`src/rtl/pipe_hazard_ctrl_pkg.sv`:
```
// pipe_hazard_ctrl_pkg
//   Shared constants and types for the pipeline hazard controller:
//   Tuse "operand unused" marker, forwarding select encodings for the D and
//   E operand muxes, default MDU latencies and the busy-timer state encoding.
package pipe_hazard_ctrl_pkg;

  // Tuse value meaning the instruction does not read this operand.
  localparam logic [1:0] TUSE_NONE  = 2'd3;

  // D-stage operand mux selects.
  localparam logic [1:0] FWD_D_RF   = 2'd0;  // register file
  localparam logic [1:0] FWD_D_E    = 2'd1;  // result in E
  localparam logic [1:0] FWD_D_M    = 2'd2;  // result in M

  // E-stage operand mux selects.
  localparam logic [1:0] FWD_E_DE   = 2'd0;  // value latched in D/E
  localparam logic [1:0] FWD_E_M    = 2'd1;  // result in M
  localparam logic [1:0] FWD_E_W    = 2'd2;  // result in W

  // Default HI/LO latencies after issue.
  localparam int MULT_CYC_DEF = 5;
  localparam int DIV_CYC_DEF  = 10;

  typedef enum logic {
    ST_IDLE = 1'b0,
    ST_BUSY = 1'b1
  } mdu_state_e;

  // A source hits a pending destination only for a real register;
  // $0 is hard-wired and never produces a dependency.
  function automatic logic reg_hit(input logic [4:0] src, input logic [4:0] dst);
    return (src != 5'd0) && (src == dst);
  endfunction

endpackage

```
`src/rtl/pipe_hazard_ctrl_if.sv`:
```
// pipe_hazard_ctrl_if
//   Bundles the hazard-controller signals exchanged with the datapath.
//   master : datapath side (drives register addresses / Tuse / Tnew / MDU
//            issue info, consumes enables and forwarding selects)
//   slave  : hazard controller side
//   Signals:
//     rs_D, rt_D, tuse_rs_D, tuse_rt_D  D-stage sources and their Tuse
//     rs_E, rt_E                        E-stage sources
//     wa_E, wa_M, wa_W, tnew_E, tnew_M  pending destinations and Tnew
//     md_use_D, start_E, is_div_E       MDU usage / issue
//     en_PC, en_FD, clr_DE              pipeline register controls
//     fwd_rs_D, fwd_rt_D, fwd_rs_E, fwd_rt_E  operand mux selects
//     mdu_busy                          registered MDU busy flag
interface pipe_hazard_ctrl_if;
  import pipe_hazard_ctrl_pkg::*;

  logic [4:0] rs_D;
  logic [4:0] rt_D;
  logic [1:0] tuse_rs_D;
  logic [1:0] tuse_rt_D;
  logic [4:0] rs_E;
  logic [4:0] rt_E;
  logic [4:0] wa_E;
  logic [4:0] wa_M;
  logic [4:0] wa_W;
  logic [1:0] tnew_E;
  logic [1:0] tnew_M;
  logic       md_use_D;
  logic       start_E;
  logic       is_div_E;

  logic       en_PC;
  logic       en_FD;
  logic       clr_DE;
  logic [1:0] fwd_rs_D;
  logic [1:0] fwd_rt_D;
  logic [1:0] fwd_rs_E;
  logic [1:0] fwd_rt_E;
  logic       mdu_busy;

  modport master (
    output rs_D, rt_D, tuse_rs_D, tuse_rt_D, rs_E, rt_E,
    output wa_E, wa_M, wa_W, tnew_E, tnew_M,
    output md_use_D, start_E, is_div_E,
    input  en_PC, en_FD, clr_DE,
    input  fwd_rs_D, fwd_rt_D, fwd_rs_E, fwd_rt_E, mdu_busy
  );

  modport slave (
    input  rs_D, rt_D, tuse_rs_D, tuse_rt_D, rs_E, rt_E,
    input  wa_E, wa_M, wa_W, tnew_E, tnew_M,
    input  md_use_D, start_E, is_div_E,
    output en_PC, en_FD, clr_DE,
    output fwd_rs_D, fwd_rt_D, fwd_rs_E, fwd_rt_E, mdu_busy
  );

endinterface

```
`src/rtl/pipe_hazard_ctrl_mdu_busy_timer.sv`:
```
// mdu_busy_timer
//   Tracks how long HI/LO stay unavailable after a mult/div issues in E.
//   IDLE --start_i--> BUSY with the counter loaded with the op latency;
//   the counter steps down each cycle and the FSM returns to IDLE after the
//   cycle in which it reads 1, so busy_o is high for exactly N cycles.
//   Ports:
//     clk, reset  clock / synchronous active-high reset
//     start_i     mult/multu/div/divu valid in E
//     is_div_i    1 = divide latency, 0 = multiply latency
//     busy_o      registered, high while the timer runs
module mdu_busy_timer
  import pipe_hazard_ctrl_pkg::*;
#(
  parameter int MULT_CYC = MULT_CYC_DEF,
  parameter int DIV_CYC  = DIV_CYC_DEF,
  parameter int CNT_W    = 4
) (
  input  logic clk,
  input  logic reset,
  input  logic start_i,
  input  logic is_div_i,
  output logic busy_o
);

  mdu_state_e       state_q, state_d;
  logic [CNT_W-1:0] cnt_q, cnt_d;

  always_ff @(posedge clk) begin
    if (reset) begin
      state_q <= ST_IDLE;
      cnt_q   <= '0;
    end else begin
      state_q <= state_d;
      cnt_q   <= cnt_d;
    end
  end

  always_comb begin
    state_d = state_q;
    cnt_d   = cnt_q;
    unique case (state_q)
      ST_IDLE: begin
        if (start_i) begin
          state_d = ST_BUSY;
          cnt_d   = is_div_i ? CNT_W'(DIV_CYC) : CNT_W'(MULT_CYC);
        end
      end
      ST_BUSY: begin
        // A start while busy cannot legally occur (D holds MDU ops), so it
        // is ignored rather than reloading the counter.
        if (cnt_q <= CNT_W'(1)) begin
          state_d = ST_IDLE;
          cnt_d   = '0;
        end else begin
          cnt_d = cnt_q - CNT_W'(1);
        end
      end
      default: begin
        state_d = ST_IDLE;
        cnt_d   = '0;
      end
    endcase
  end

  assign busy_o = (state_q == ST_BUSY);

endmodule

```
`src/rtl/pipe_hazard_ctrl.sv`:
```
// pipe_hazard_ctrl
//   Hazard and stall controller for the five-stage MIPS pipeline.
//   Compares D-stage sources with destinations pending in E/M/W using the
//   Tuse/Tnew model, stalls F/D and bubbles D/E when an operand cannot be
//   forwarded in time or when an MDU instruction would touch HI/LO early,
//   and produces the forwarding selects for the D and E operand muxes.
//   Ports:
//     clk, reset  clock / synchronous active-high reset (timer only)
//     hz          pipe_hazard_ctrl_if.slave: addresses, Tuse/Tnew, MDU
//                 issue in; en_PC, en_FD, clr_DE, forwarding selects and
//                 mdu_busy out. Everything except mdu_busy is combinational.
module pipe_hazard_ctrl
  import pipe_hazard_ctrl_pkg::*;
#(
  parameter int MULT_CYC = MULT_CYC_DEF,
  parameter int DIV_CYC  = DIV_CYC_DEF,
  parameter int CNT_W    = 4
) (
  input  logic               clk,
  input  logic               reset,
  pipe_hazard_ctrl_if.slave  hz
);

  logic mdu_busy_w;
  logic stall_rs, stall_rt, stall_data, stall_md, stall;

  mdu_busy_timer #(
    .MULT_CYC (MULT_CYC),
    .DIV_CYC  (DIV_CYC),
    .CNT_W    (CNT_W)
  ) u_timer (
    .clk      (clk),
    .reset    (reset),
    .start_i  (hz.start_E),
    .is_div_i (hz.is_div_E),
    .busy_o   (mdu_busy_w)
  );

  // D operand select: the younger producer (E) wins over M when both hit.
  function automatic logic [1:0] fwd_d_sel(input logic [4:0] src,
                                           input logic [4:0] wa_e,
                                           input logic [1:0] tnew_e,
                                           input logic [4:0] wa_m,
                                           input logic [1:0] tnew_m);
    if (reg_hit(src, wa_e) && (tnew_e == 2'd0))
      return FWD_D_E;
    else if (reg_hit(src, wa_m) && (tnew_m == 2'd0))
      return FWD_D_M;
    else
      return FWD_D_RF;
  endfunction

  // E operand select: M is younger than W. W results are always ready.
  function automatic logic [1:0] fwd_e_sel(input logic [4:0] src,
                                           input logic [4:0] wa_m,
                                           input logic [1:0] tnew_m,
                                           input logic [4:0] wa_w);
    if (reg_hit(src, wa_m) && (tnew_m == 2'd0))
      return FWD_E_M;
    else if (reg_hit(src, wa_w))
      return FWD_E_W;
    else
      return FWD_E_DE;
  endfunction

  // Stall when the producer will not be ready before the consumer needs it.
  // Tuse of TUSE_NONE (3) is never below a 2-bit Tnew, so unused operands
  // fall out of the comparison naturally.
  assign stall_rs = (reg_hit(hz.rs_D, hz.wa_E) && (hz.tuse_rs_D < hz.tnew_E)) ||
                    (reg_hit(hz.rs_D, hz.wa_M) && (hz.tuse_rs_D < hz.tnew_M));
  assign stall_rt = (reg_hit(hz.rt_D, hz.wa_E) && (hz.tuse_rt_D < hz.tnew_E)) ||
                    (reg_hit(hz.rt_D, hz.wa_M) && (hz.tuse_rt_D < hz.tnew_M));

  assign stall_data = stall_rs || stall_rt;
  // Cover the issue cycle too: the timer only goes busy one cycle later.
  assign stall_md   = hz.md_use_D && (hz.start_E || mdu_busy_w);
  assign stall      = stall_data || stall_md;

  assign hz.en_PC    = !stall;
  assign hz.en_FD    = !stall;
  assign hz.clr_DE   = stall;
  assign hz.mdu_busy = mdu_busy_w;

  assign hz.fwd_rs_D = fwd_d_sel(hz.rs_D, hz.wa_E, hz.tnew_E, hz.wa_M, hz.tnew_M);
  assign hz.fwd_rt_D = fwd_d_sel(hz.rt_D, hz.wa_E, hz.tnew_E, hz.wa_M, hz.tnew_M);
  assign hz.fwd_rs_E = fwd_e_sel(hz.rs_E, hz.wa_M, hz.tnew_M, hz.wa_W);
  assign hz.fwd_rt_E = fwd_e_sel(hz.rt_E, hz.wa_M, hz.tnew_M, hz.wa_W);

endmodule

```
`src/flat_wrapper.sv`:
```
// flat-port wrapper written by rule: the top's interface ports become plain ports
module pipe_hazard_ctrl_flat import pipe_hazard_ctrl_pkg::*;
#(
  parameter int MULT_CYC = MULT_CYC_DEF,
  parameter int DIV_CYC  = DIV_CYC_DEF,
  parameter int CNT_W    = 4
)
  (clk, reset, hz_rs_D, hz_rt_D, hz_tuse_rs_D, hz_tuse_rt_D, hz_rs_E, hz_rt_E, hz_wa_E, hz_wa_M, hz_wa_W, hz_tnew_E, hz_tnew_M, hz_md_use_D, hz_start_E, hz_is_div_E, hz_en_PC, hz_en_FD, hz_clr_DE, hz_fwd_rs_D, hz_fwd_rt_D, hz_fwd_rs_E, hz_fwd_rt_E, hz_mdu_busy);
  pipe_hazard_ctrl_if hz_i ();
  input  logic clk;
  input  logic reset;
  input wire logic [$bits(hz_i.rs_D)-1:0] hz_rs_D;
  input wire logic [$bits(hz_i.rt_D)-1:0] hz_rt_D;
  input wire logic [$bits(hz_i.tuse_rs_D)-1:0] hz_tuse_rs_D;
  input wire logic [$bits(hz_i.tuse_rt_D)-1:0] hz_tuse_rt_D;
  input wire logic [$bits(hz_i.rs_E)-1:0] hz_rs_E;
  input wire logic [$bits(hz_i.rt_E)-1:0] hz_rt_E;
  input wire logic [$bits(hz_i.wa_E)-1:0] hz_wa_E;
  input wire logic [$bits(hz_i.wa_M)-1:0] hz_wa_M;
  input wire logic [$bits(hz_i.wa_W)-1:0] hz_wa_W;
  input wire logic [$bits(hz_i.tnew_E)-1:0] hz_tnew_E;
  input wire logic [$bits(hz_i.tnew_M)-1:0] hz_tnew_M;
  input wire logic [$bits(hz_i.md_use_D)-1:0] hz_md_use_D;
  input wire logic [$bits(hz_i.start_E)-1:0] hz_start_E;
  input wire logic [$bits(hz_i.is_div_E)-1:0] hz_is_div_E;
  output wire logic [$bits(hz_i.en_PC)-1:0] hz_en_PC;
  output wire logic [$bits(hz_i.en_FD)-1:0] hz_en_FD;
  output wire logic [$bits(hz_i.clr_DE)-1:0] hz_clr_DE;
  output wire logic [$bits(hz_i.fwd_rs_D)-1:0] hz_fwd_rs_D;
  output wire logic [$bits(hz_i.fwd_rt_D)-1:0] hz_fwd_rt_D;
  output wire logic [$bits(hz_i.fwd_rs_E)-1:0] hz_fwd_rs_E;
  output wire logic [$bits(hz_i.fwd_rt_E)-1:0] hz_fwd_rt_E;
  output wire logic [$bits(hz_i.mdu_busy)-1:0] hz_mdu_busy;
  assign hz_i.rs_D = hz_rs_D;
  assign hz_i.rt_D = hz_rt_D;
  assign hz_i.tuse_rs_D = hz_tuse_rs_D;
  assign hz_i.tuse_rt_D = hz_tuse_rt_D;
  assign hz_i.rs_E = hz_rs_E;
  assign hz_i.rt_E = hz_rt_E;
  assign hz_i.wa_E = hz_wa_E;
  assign hz_i.wa_M = hz_wa_M;
  assign hz_i.wa_W = hz_wa_W;
  assign hz_i.tnew_E = hz_tnew_E;
  assign hz_i.tnew_M = hz_tnew_M;
  assign hz_i.md_use_D = hz_md_use_D;
  assign hz_i.start_E = hz_start_E;
  assign hz_i.is_div_E = hz_is_div_E;
  assign hz_en_PC = hz_i.en_PC;
  assign hz_en_FD = hz_i.en_FD;
  assign hz_clr_DE = hz_i.clr_DE;
  assign hz_fwd_rs_D = hz_i.fwd_rs_D;
  assign hz_fwd_rt_D = hz_i.fwd_rt_D;
  assign hz_fwd_rs_E = hz_i.fwd_rs_E;
  assign hz_fwd_rt_E = hz_i.fwd_rt_E;
  assign hz_mdu_busy = hz_i.mdu_busy;
  pipe_hazard_ctrl #(.MULT_CYC(MULT_CYC), .DIV_CYC(DIV_CYC), .CNT_W(CNT_W)) u_core (.clk(clk), .reset(reset), .hz(hz_i));
endmodule
```
`config.mk`:
```
export PLATFORM = sky130hd
export DESIGN_NAME = pipe_hazard_ctrl_flat
export DESIGN_NICKNAME = d
export VERILOG_FILES = /design/src/rtl/pipe_hazard_ctrl_pkg.sv /design/src/rtl/pipe_hazard_ctrl_if.sv /design/src/rtl/pipe_hazard_ctrl_mdu_busy_timer.sv /design/src/rtl/pipe_hazard_ctrl.sv /design/src/flat_wrapper.sv
export SDC_FILE = /design/constraint.sdc
export NUM_CORES = 1
export LEC_CHECK = 0
export ABC_AREA = 1
export ABC_CLOCK_PERIOD_IN_PS = 2800
export BUFFER_PORTS_ARGS = -buffer_cell sky130_fd_sc_hd__buf_2
export CORE_UTILIZATION = 49
export CTS_CLUSTER_DIAMETER = 50
export DETAILED_ROUTE_END_ITERATION = 6
export GPL_TIMING_DRIVEN = 0
export HOLD_SLACK_MARGIN = 0.05
export PLACE_DENSITY = 0.84
export RECOVER_POWER = 50
export SETUP_SLACK_MARGIN = 0.5
export SLEW_MARGIN = 20
export SYNTH_ARGS = -nofsm -noshare
export SYNTH_HDL_FRONTEND = slang
export SYNTH_SLANG_ARGS = --single-unit
```
`constraint.sdc`:
```
create_clock -name clk -period 2.8 [get_ports clk]
set_clock_uncertainty 0.1 [all_clocks]
set_input_delay 0.14 -clock clk [delete_from_list [all_inputs] [get_ports clk]]
set_output_delay 0.14 -clock clk [all_outputs]
set_load 0.05 [all_outputs]
```
==> flow_summary.ini, run 1 <==
[cts]
cts_setup_buffers = 0
insertion_delay_ns = 0.24
clk_path_buf_depth = 2
hold_buffers = 0
cts_resized = 0
cts_buffers = 3
clock_sinks = 5
cts-htree-levels = 1
cts_tree = built
root_buffer = clkbuf_4
path_clk_slew_ns = 0.04

[place]
dpl.cell_count = 281
dp_hpwl_um = 2390
globalplace.congestion = 0.813
pre_cts_slack_ns = 1.21
portBuffers = 58
place_area_mm2 = 0.00145

[cells_and_area]
layout_common_cells = buf_2, nand2_1, inv_1
utilization_pct = 67.1
antenna_cells = 0
nFillCells = 223
fin_nets = 312
seq_area_um2 = 100
instances_no_fill = 285
final_common_cell = buf_2
synthToLayoutAreaGrowth_pct = 30.4
final_area_mm2 = 0.00147
drive_above_1_share_pct = 26.1
multi_input_area_um2 = 887

[critical_path]
crit_fanout = 6
timing.rr.end = u_core.u_timer.cnt_q[1]$_SDFFE_PP0N_
crit_type = reg2out
cp-startpoint = u_core.u_timer.busy_o$_SDFF_PP0_
r2r_setup_slack_ns = 1.35
startpoint_type = flip-flop
endpoint_kind = output pin
endpoint = hz_en_PC
rr_worst_depth = 7
worstPathArrival_ns = 1.55
worst_ep_required_time_ns = 2.56
rr_startpoint = u_core.u_timer.cnt_q[0]$_SDFFE_PP0N_

[sta]
final.period_utilization_pct = 64.0
final_max_slew_viol_count = 0
fin_crit_ns = 1.79
postLayoutSetupSlackWorst_ns = 1.01
hold_ws_ns = 0.101
final.setup.tns_ns = 0
rsz0062_at_grt = false
hold_viol = 0
max_freq_mhz = 558
tightest_slew_ns = 0.600
slew_headroom_pct = 60.2
setup_viol = 0

[yosys]
ys_seq_area_share_pct = 8.88
syn_area_mm2 = 0.00113
ys_warn_count = 0
synth_cells = 195
synth_seq_cells = 5
synth.avg_cell_area_um2 = 5.78
syn_nets = 249
synth.distinct_cells = 27

[global_routing]
track_usage_pct = 23.5
grt_first_pass_wirelength_um = 4640
grt_max_degree = 7
grt.overflow.total = 0
antenna_found_initial = 0
grt_pass1_vias = 1192

[floorplanning]
die_x_um = 50.0
start_util_pct = 51.5
ios = 60
num_rows = 17
core_area_mm2 = 0.00219
die_y_um = 50.0
die_area_mm2 = 0.00250

[detailed_routing]
drtPass1Iterations = 6
drc = 2
drt_iter0_markers = 18
ant_nets = 0
viasPerCell = 4.71
vias = 1341
drt_wl_total_um = 2640
wl_per_cell_um = 9.25

[power_and_ir_drop]
totalPowerFinal_uw = 408
p_leak_nw = 0.801
vdd_drop_max_v = 0.000165
powerDensity_mw_per_mm2 = 277

[run_status]
violations = design-rule violations
status = finished, violations left

[min_path]
hold_class = in2reg

[run]
max_cap_viol_count = 0
-- layer usage --
metal  GRT usage [%]  wire [µm]  part of all wire [%]
met4            5.71         12                  0.46
met3            3.09        118                   4.5
met1            29.7       1190                    45
met5               0          0                     0
met2            41.2       1310                    50
-- critical path, stage by stage (launching register included) --
cell and delay, ns:
dfxtp_1 0.34, nor2_1 0.19, inv_1 0.13, nand2_1 0.10, nand3_1 0.09, nor2_2 0.11
buf_4 0.11, buf_2 0.24
-- report_power, final --
part           switching (mW)  internal, mW
clock network          0.0282        0.0538
logic                   0.141        0.0973
registers             0.00786        0.0797
total                   0.177         0.231
-- kinds of logic after synthesis --
family	share of synthesized area (%)
and+or+nand+nor	39.4
buffers and inverters	12.4
xor gates and xnor gates	24.1
AOI/OAI and AO/OA	8.55
adders and majority gates	6.66
DFF	8.88
-- how the worst min path moves through the flow --
stage | start | end | slack [ns] | depth (start not counted)
2_1_floorplan | reset | u_core.u_timer.busy_o$_SDFF_PP0_ | 0.23 | 3
3_3_place_gp | reset | u_core.u_timer.cnt_q[3]$_SDFFE_PP0N_ | 0.34 | 4
3_5_place_dp | reset | u_core.u_timer.cnt_q[3]$_SDFFE_PP0N_ | 0.35 | 4
4_1_cts | reset | u_core.u_timer.cnt_q[3]$_SDFFE_PP0N_ | 0.1 | 4
5_1_grt | reset | u_core.u_timer.busy_o$_SDFF_PP0_ | 0.13 | 4
6_report | reset | u_core.u_timer.cnt_q[3]$_SDFFE_PP0N_ | 0.10 | 4
-- synthesized netlist by cell type --
cell type / count / area share [%]
xnor2_1: 21 / 16
inv_2: 3 / 1.0
nor3_2: 1 / 0.89
buf_4: 1 / 0.67
o2111ai_1: 1 / 0.78
nand3_1: 7 / 3.1
o21ai_1: 1 / 0.44
o21ai_0: 5 / 2.2
nor2_1: 24 / 8.0
or2_0: 1 / 0.56
nand4_1: 5 / 2.8
buf_6: 1 / 1.0
nand3b_1: 1 / 0.67
dfxtp_1: 5 / 8.9
xor2_1: 10 / 7.8
nand2_1: 50 / 17
inv_1: 28 / 9.3
nand3_2: 1 / 0.89
a22o_1: 1 / 0.78
a21oi_1: 8 / 3.6
nor3_1: 7 / 3.1
nor2_2: 3 / 1.7
nand2_2: 1 / 0.56
or2_1: 1 / 0.56
o21ai_2: 1 / 0.78
clkinv_2: 1 / 0.44
ha_1: 6 / 6.7
-- flip-flops by register name, summed over array words and instances, names as in the netlist --
name / flops
u_core.u_timer.cnt_q: 4
u_core.u_timer.busy_o: 1
-- cell type report --
type                       instances  area share (%)
buffer                             2            1.28
clock buffer                       4            1.79
inverter                          32            8.26
multi-input combinational        156            60.3
sequential                         5            6.81
tap                               28            2.38
timing repair buffer              58            19.1
Power figures use the tool's default switching activity.
==> run 2, diff against run 1 <==
--- a/config.mk
+++ b/config.mk
@@ -5,15 +5,15 @@
 export SDC_FILE = /design/constraint.sdc
 export NUM_CORES = 1
 export LEC_CHECK = 0
-export ABC_AREA = 1
-export ABC_CLOCK_PERIOD_IN_PS = 2800
+export ABC_AREA = 0
+export ABC_CLOCK_PERIOD_IN_PS = 1900
 export BUFFER_PORTS_ARGS = -buffer_cell sky130_fd_sc_hd__buf_2
-export CORE_UTILIZATION = 49
+export CORE_UTILIZATION = 43
 export CTS_CLUSTER_DIAMETER = 50
 export DETAILED_ROUTE_END_ITERATION = 6
 export GPL_TIMING_DRIVEN = 0
 export HOLD_SLACK_MARGIN = 0.05
-export PLACE_DENSITY = 0.84
+export PLACE_DENSITY = 0.78
 export RECOVER_POWER = 50
 export SETUP_SLACK_MARGIN = 0.5
 export SLEW_MARGIN = 20
==> constraint.sdc (replaced) <==
create_clock -name clk -period 1.9 [get_ports clk]
set_clock_uncertainty 0.1 [all_clocks]
set_input_delay 0.095 -clock clk [delete_from_list [all_inputs] [get_ports clk]]
set_output_delay 0.095 -clock clk [all_outputs]
set_load 0.05 [all_outputs]
==> run 2 against run 1 <==
  * The flow now finishes without violations
  * Sequential cell count is the same
  * Clock power grew 45%
  * First-iteration DRC count grew 110%
  * Clock-buffer cell count is the same
  * Design area grew 33%
  * Power grew 98%
  * Sequential share of layout area shrank 1.2 points
  * Via count grew 5.7%
  * Critical path depth grew 1
  * Final cell count shrank 16%
  * Die area grew 0.40%
  * Combinational power grew 130%
  * Critical path type is now in2out
  * Critical endpoint unchanged
  * Largest cell class unchanged
==> flow_summary.ini, run 2 <==
[cells_and_area]
largest_reg_flops = 4
seq_area_um2 = 109
nFillCells = 99
layout_common_cells = buf_2, xor2_1, buf_4
final_common_cell = buf_2
drive_above_1_share_pct = 57.3
instances_no_fill = 239
multi_input_area_mm2 = 0.00114
fin_nets = 266
top_register = u_core.u_timer.cnt_q
antenna_cells = 0
synthToLayoutAreaGrowth_pct = 97.0

[sta]
tightest_slew_ns = 0.617
final.period_utilization_pct = 97.4
fin_crit_ns = 1.85
final.setup.tns_ns = 0
hold_viol = 0
final_max_slew_viol_count = 0
postLayoutSetupSlackWorst_ns = 0.0500
max_freq_mhz = 541
rsz0062_at_grt = true
setup_viol = 0
slew_headroom_pct = 58.5

[yosys]
synth-simple-area-share_pct = 28.6
yosysMostFrequentCell = xor2_1
synth.distinct_cells = 32
syn_area_um2 = 993
synth_area_leaders = xor2_1, xnor2_1, dfxtp_1
synthMuxAreaShare_pct = 0
synth-adder-area-share_pct = 7.56
synthArstFlopShare_pct = 0
synth_top_cell_by_area = xor2_1
synth_top_family_by_area = XOR/XNOR gates
synth_xor_xnor_area_share_pct = 35.3
synth_compound_area_share_pct = 15.5
ys_seq_area_share_pct = 10.1
synth_cells = 130
synth_seq_cells = 5
ys_warn_count = 0
syn_nets = 184
synth.avg_cell_area_um2 = 7.64
synth_top_cells_by_count = xor2_1, xnor2_1, nor2_1
synth_edf_count = 0
synth_flop_cell = dfxtp_1
yosysTopAreaCellShare_pct = 21.2

[place]
dpl.cell_count = 217
globalplace.congestion = 0.826
portBuffers = 59
dp_hpwl_um = 2570
pre_cts_slack_ns = -0.0712

[cts]
cts_tree = built
cts_buffers = 3
cts-htree-levels = 1
insertion_delay_ns = 0.23
root_buffer = clkbuf_4
clock_sinks = 5
clk_path_buf_depth = 2
path_clk_slew_ns = 0.04

[min_path]
min_path_cells = 4
min_from = hz_is_div_E
hold_class = in2reg
worstHoldEndpoint = u_core.u_timer.cnt_q[2]$_SDFFE_PP0N_

[critical_path]
rr_startpoint = u_core.u_timer.busy_o$_SDFF_PP0_
endpoint_kind = output pin
crit_type = in2out
timing.rr.end = u_core.u_timer.cnt_q[1]$_SDFFE_PP0N_
rr_worst_depth = 5
worst_ep_required_time_ns = 1.70
r2r_setup_slack_ns = 0.38
startpoint_type = input pin
worstPathArrival_ns = 1.66
crit_fanout = 2

[global_routing]
track_usage_pct = 31.5
grt_pass1_vias = 1401
antenna_found_initial = 0
grt.overflow.total = 0
grt_first_pass_wirelength_um = 6040
grt_max_degree = 10

[detailed_routing]
drc = 0
wl_per_cell_um = 20.1
viasPerCell = 5.93
ant_nets = 0
drt_wl_total_um = 4800
drt_iter0_markers = 37
vias = 1418
drtPass1Iterations = 4

[run]
max_cap_viol_count = 0

[power_and_ir_drop]
vdd_drop_max_v = 0.000486
p_leak_nw = 0.824
powerDensity_mw_per_mm2 = 413

[floorplanning]
ios = 60
core_area_mm2 = 0.00219
die_y_um = 50.1
num_rows = 17
start_util_pct = 45.3
die_x_um = 50.1
die_area_mm2 = 0.00251

[run_status]
status = completed
-- run 2: layout make-up --
cell class / instances / share of cell area [%]
plain buffers: 2 / 1.47
clock buffers: 4 / 1.34
inverters: 5 / 1.21
repair buffers: 77 / 30.4
flip-flops and latches: 5 / 5.56
well taps: 28 / 1.79
multi-input cells: 118 / 58.2
-- run 2: cell families after synthesis --
logic type	after synthesis
AOI/OAI and AO/OA	22
and+or+nand+nor	50
DFF	5
adders and majority gates	6
xor gates and xnor gates	40
buffers and inverters	7
-- run 2: routing by layer --
metal  up-vias  global-route usage (%)  part of all wire [%]
met4         0                    11.4                   2.8
li1        643                       -                     -
met2        72                    60.9                    54
met3        14                    4.63                   5.5
met5         -                       0                     0
met1       689                    33.4                    37
-- run 2: worst max-delay path: stages --
cell	delay, ns
buf_2	0.10
inv_1	0.07
ha_1	0.33
a21boi_0	0.16
o41ai_2	0.38
and4bb_4	0.26
buf_8	0.11
buf_8	0.14
-- run 2: timing repair --
item                                    CTS  global route
hold buffers                              1             0
setup buffers                             9             8
pin swaps                                14            17
gates resized for setup                  52            37
endpoints found under the setup margin   14            15
hold endpoints to repair                  5             0
-- run 2: worst max-delay path by stage --
stage	start	endpoint	slack (ns)	depth (start not counted)
floorplan	hz_rt_D[0]	hz_en_PC	0.16	5
global placement	hz_rt_D[0]	hz_en_PC	-0.04	7
global route	hz_rt_D[4]	hz_en_PC	0.03	7
detailed placement	hz_rt_D[0]	hz_en_PC	-0.07	7
CTS	u_core.u_timer.busy_o$_SDFF_PP0_	hz_en_PC	0.08	7
finish	hz_tnew_E[1]	hz_en_PC	0.05	8
-- run 2: metrics by stage --
stage / total power [mW] / hold slack (ns) / util [%] / instance area [µm²]
floorplan: 0.395 / 0.0580 / - / 1180
global placement: 0.519 / 0.222 / 69.0 / 1510
detailed placement: 0.532 / 0.222 / 69.0 / 1510
CTS: 0.733 / 0.164 / 82.2 / 1800
global route: 0.845 / 0.217 / 89.3 / 1960
finish: 0.809 / 0.188 / 89.3 / 1960
-- run 2: power breakdown --
part	internal (mW)	leakage (nW)	switching [mW]
registers	0.120	0.0430	0.0169
logic	0.262	0.766	0.291
clock network	0.0792	0.0150	0.0402
==> run 3, diff against run 2 <==
--- a/config.mk
+++ b/config.mk
@@ -13,7 +13,7 @@
 export DETAILED_ROUTE_END_ITERATION = 6
 export GPL_TIMING_DRIVEN = 0
 export HOLD_SLACK_MARGIN = 0.05
-export PLACE_DENSITY = 0.78
+export PLACE_DENSITY = 0.8
 export RECOVER_POWER = 50
 export SETUP_SLACK_MARGIN = 0.5
 export SLEW_MARGIN = 20
==> run 3 against run 2 <==
  * First-iteration DRC count is 5.4% lower
  * Setup slack worse by 0.0034 ns
  * Global-route usage decreased by 1.6 points
  * Sequential share of layout area up 0.34 points
  * Routed wire length is 18% lower
  * Utilization fell by 6.1 points
  * Register-to-register slack got worse by 0.18 ns
  * Critical path depth fell by 1
  * Final cell count shrank 2.1%
  * Via count shrank 5.0%
==> flow_summary.ini, run 3 (same netlist as run 2, synthesis figures left out) <==
[power_and_ir_drop]
p_int_uw = 436
powerDensity_mw_per_mm2 = 416
p_clk_share_pct = 15.8
p_leak_nw = 0.769
comb_power_share_pct = 66.2
switching_share_pct = 42.5
seqPwrFrac_pct = 18.0
vdd_drop_max_v = 0.000461
p_sw_uw = 322

[cts]
insertion_delay_ns = 0.24
cts_buffers = 3
root_buffer = clkbuf_4
cts-htree-levels = 1
clk_path_buf_depth = 2
clock_sinks = 5
cts_tree = built
path_clk_slew_ns = 0.04

[min_path]
hold_class = in2reg
min_path_cells = 4

[place]
globalplace.congestion = 0.873
dp_hpwl_um = 2580
portBuffers = 59
dpl.cell_count = 217

[critical_path]
startpoint_type = input pin
worstPathArrival_ns = 1.66
worst_ep_required_time_ns = 1.70
endpoint_kind = output pin
crit_type = in2out
crit_fanout = 3
rr_worst_depth = 6

[global_routing]
antenna_found_initial = 0
grt_max_degree = 10
grt_first_pass_wirelength_um = 5660
track_usage_pct = 29.9
grt.overflow.total = 0
grt_pass1_vias = 1241

[cells_and_area]
antenna_cells = 0
fin_nets = 261
utilization_pct = 83.3
synthToLayoutAreaGrowth_pct = 83.6
drive_above_1_share_pct = 53.9
instances_no_fill = 234
top_register = u_core.u_timer.cnt_q
layout_common_cells = buf_2, xor2_1, buf_4
largest_reg_flops = 4
final_common_cell = buf_2

[floorplanning]
die_area_mm2 = 0.00251
start_util_pct = 45.3
num_rows = 17
die_y_um = 50.1
die_x_um = 50.1
ios = 60
core_area_mm2 = 0.00219

[run]
max_cap_viol_count = 0

[detailed_routing]
viasPerCell = 5.76
drt_iter0_markers = 35
wl_per_cell_um = 16.9
drtPass1Iterations = 4
drt_wl_total_um = 3950
ant_nets = 0
drc = 0
vias = 1347

[sta]
setup_viol = 0
max_freq_mhz = 540
slew_headroom_pct = 52.4
final_max_slew_viol_count = 0
fin_crit_ns = 1.85
rsz0062_at_grt = true
hold_ws_ns = 0.156
final.period_utilization_pct = 97.6
hold_viol = 0
tightest_slew_ns = 0.707

[run_status]
status = completed
run 3: changes by cell type in the layout (fill, tap and decap cells not counted), moves of 2 or more:
cell	before	now
buf_2	35	41
buf_8	11	7
buf_4	18	15
buf_6	10	8
run 3: cell type report:
cell class | instances | area [µm²]
Buffer | 2 | 30.0
Clock buffer | 4 | 26.3
Fill cell | 135 | 367
Inverter | 5 | 22.5
Multi-Input combinational cell | 118 | 1100
Sequential cell | 5 | 108
Tap cell | 28 | 35.0
Timing Repair Buffer | 72 | 500
run 3: repair_timing:
item | CTS | global route
hold buffers | 1 | 0
resized for setup | 47 | 17
setup buffers | 9 | 3
endpoints found under the setup margin | 14 | 14
hold endpoints to repair | 5 | 0
pin swaps | 17 | 8
run 3: worst max-delay path, stage by stage:
cell      delay, ns
buf_8          0.09
or4_4          0.55
o211ai_2       0.24
o41ai_2        0.12
and4bb_4       0.33
buf_8          0.10
buf_8          0.13
run 3: path summary, 6_finish.rpt:
kind,from,to,slack [ns]
worst max-delay path,hz_rt_D[4],hz_en_PC,0.05
worst min-delay path,hz_is_div_E,u_core.u_timer.cnt_q[0]$_SDFFE_PP0N_,0.16
worst max register to register,u_core.u_timer.cnt_q[1]$_SDFFE_PP0N_,u_core.u_timer.cnt_q[0]$_SDFFE_PP0N_,0.20
worst min register to register,u_core.u_timer.cnt_q[3]$_SDFFE_PP0N_,u_core.u_timer.cnt_q[3]$_SDFFE_PP0N_,0.48
run 3: power groups by stage:
| stage | Sequential, mW | Combinational (mW) | Clock [mW] |
|---|---|---|---|
| floorplan | 0.138 | 0.257 | 0 |
| global placement | 0.132 | 0.387 | 0 |
| detailed placement | 0.132 | 0.399 | 0 |
| CTS | 0.131 | 0.474 | 0.125 |
| global route | 0.137 | 0.535 | 0.128 |
| finish | 0.136 | 0.502 | 0.120 |
run 3: per-layer routing:
metal / share of wire [%] / global-route usage (%) / vias up
met3: 5.4 / 2.16 / 8
met5: 0 / 0 / -
met4: 1.7 / 10.5 / 0
met1: 41 / 36.2 / 660
met2: 52 / 54.0 / 54
li1: - / - / 625
run 3: per-stage QoR:
step	setup slack [ns]	cell area (µm²)	power [mW]	setup TNS, ns
finish	0.0465	1820	0.759	0
floorplan	0.158	1180	0.395	0
detailed placement	-0.0740	1510	0.531	-0.0861
CTS	0.0754	1780	0.730	0
global route	0.0277	1820	0.800	0
global placement	-0.0504	1510	0.519	-0.0504
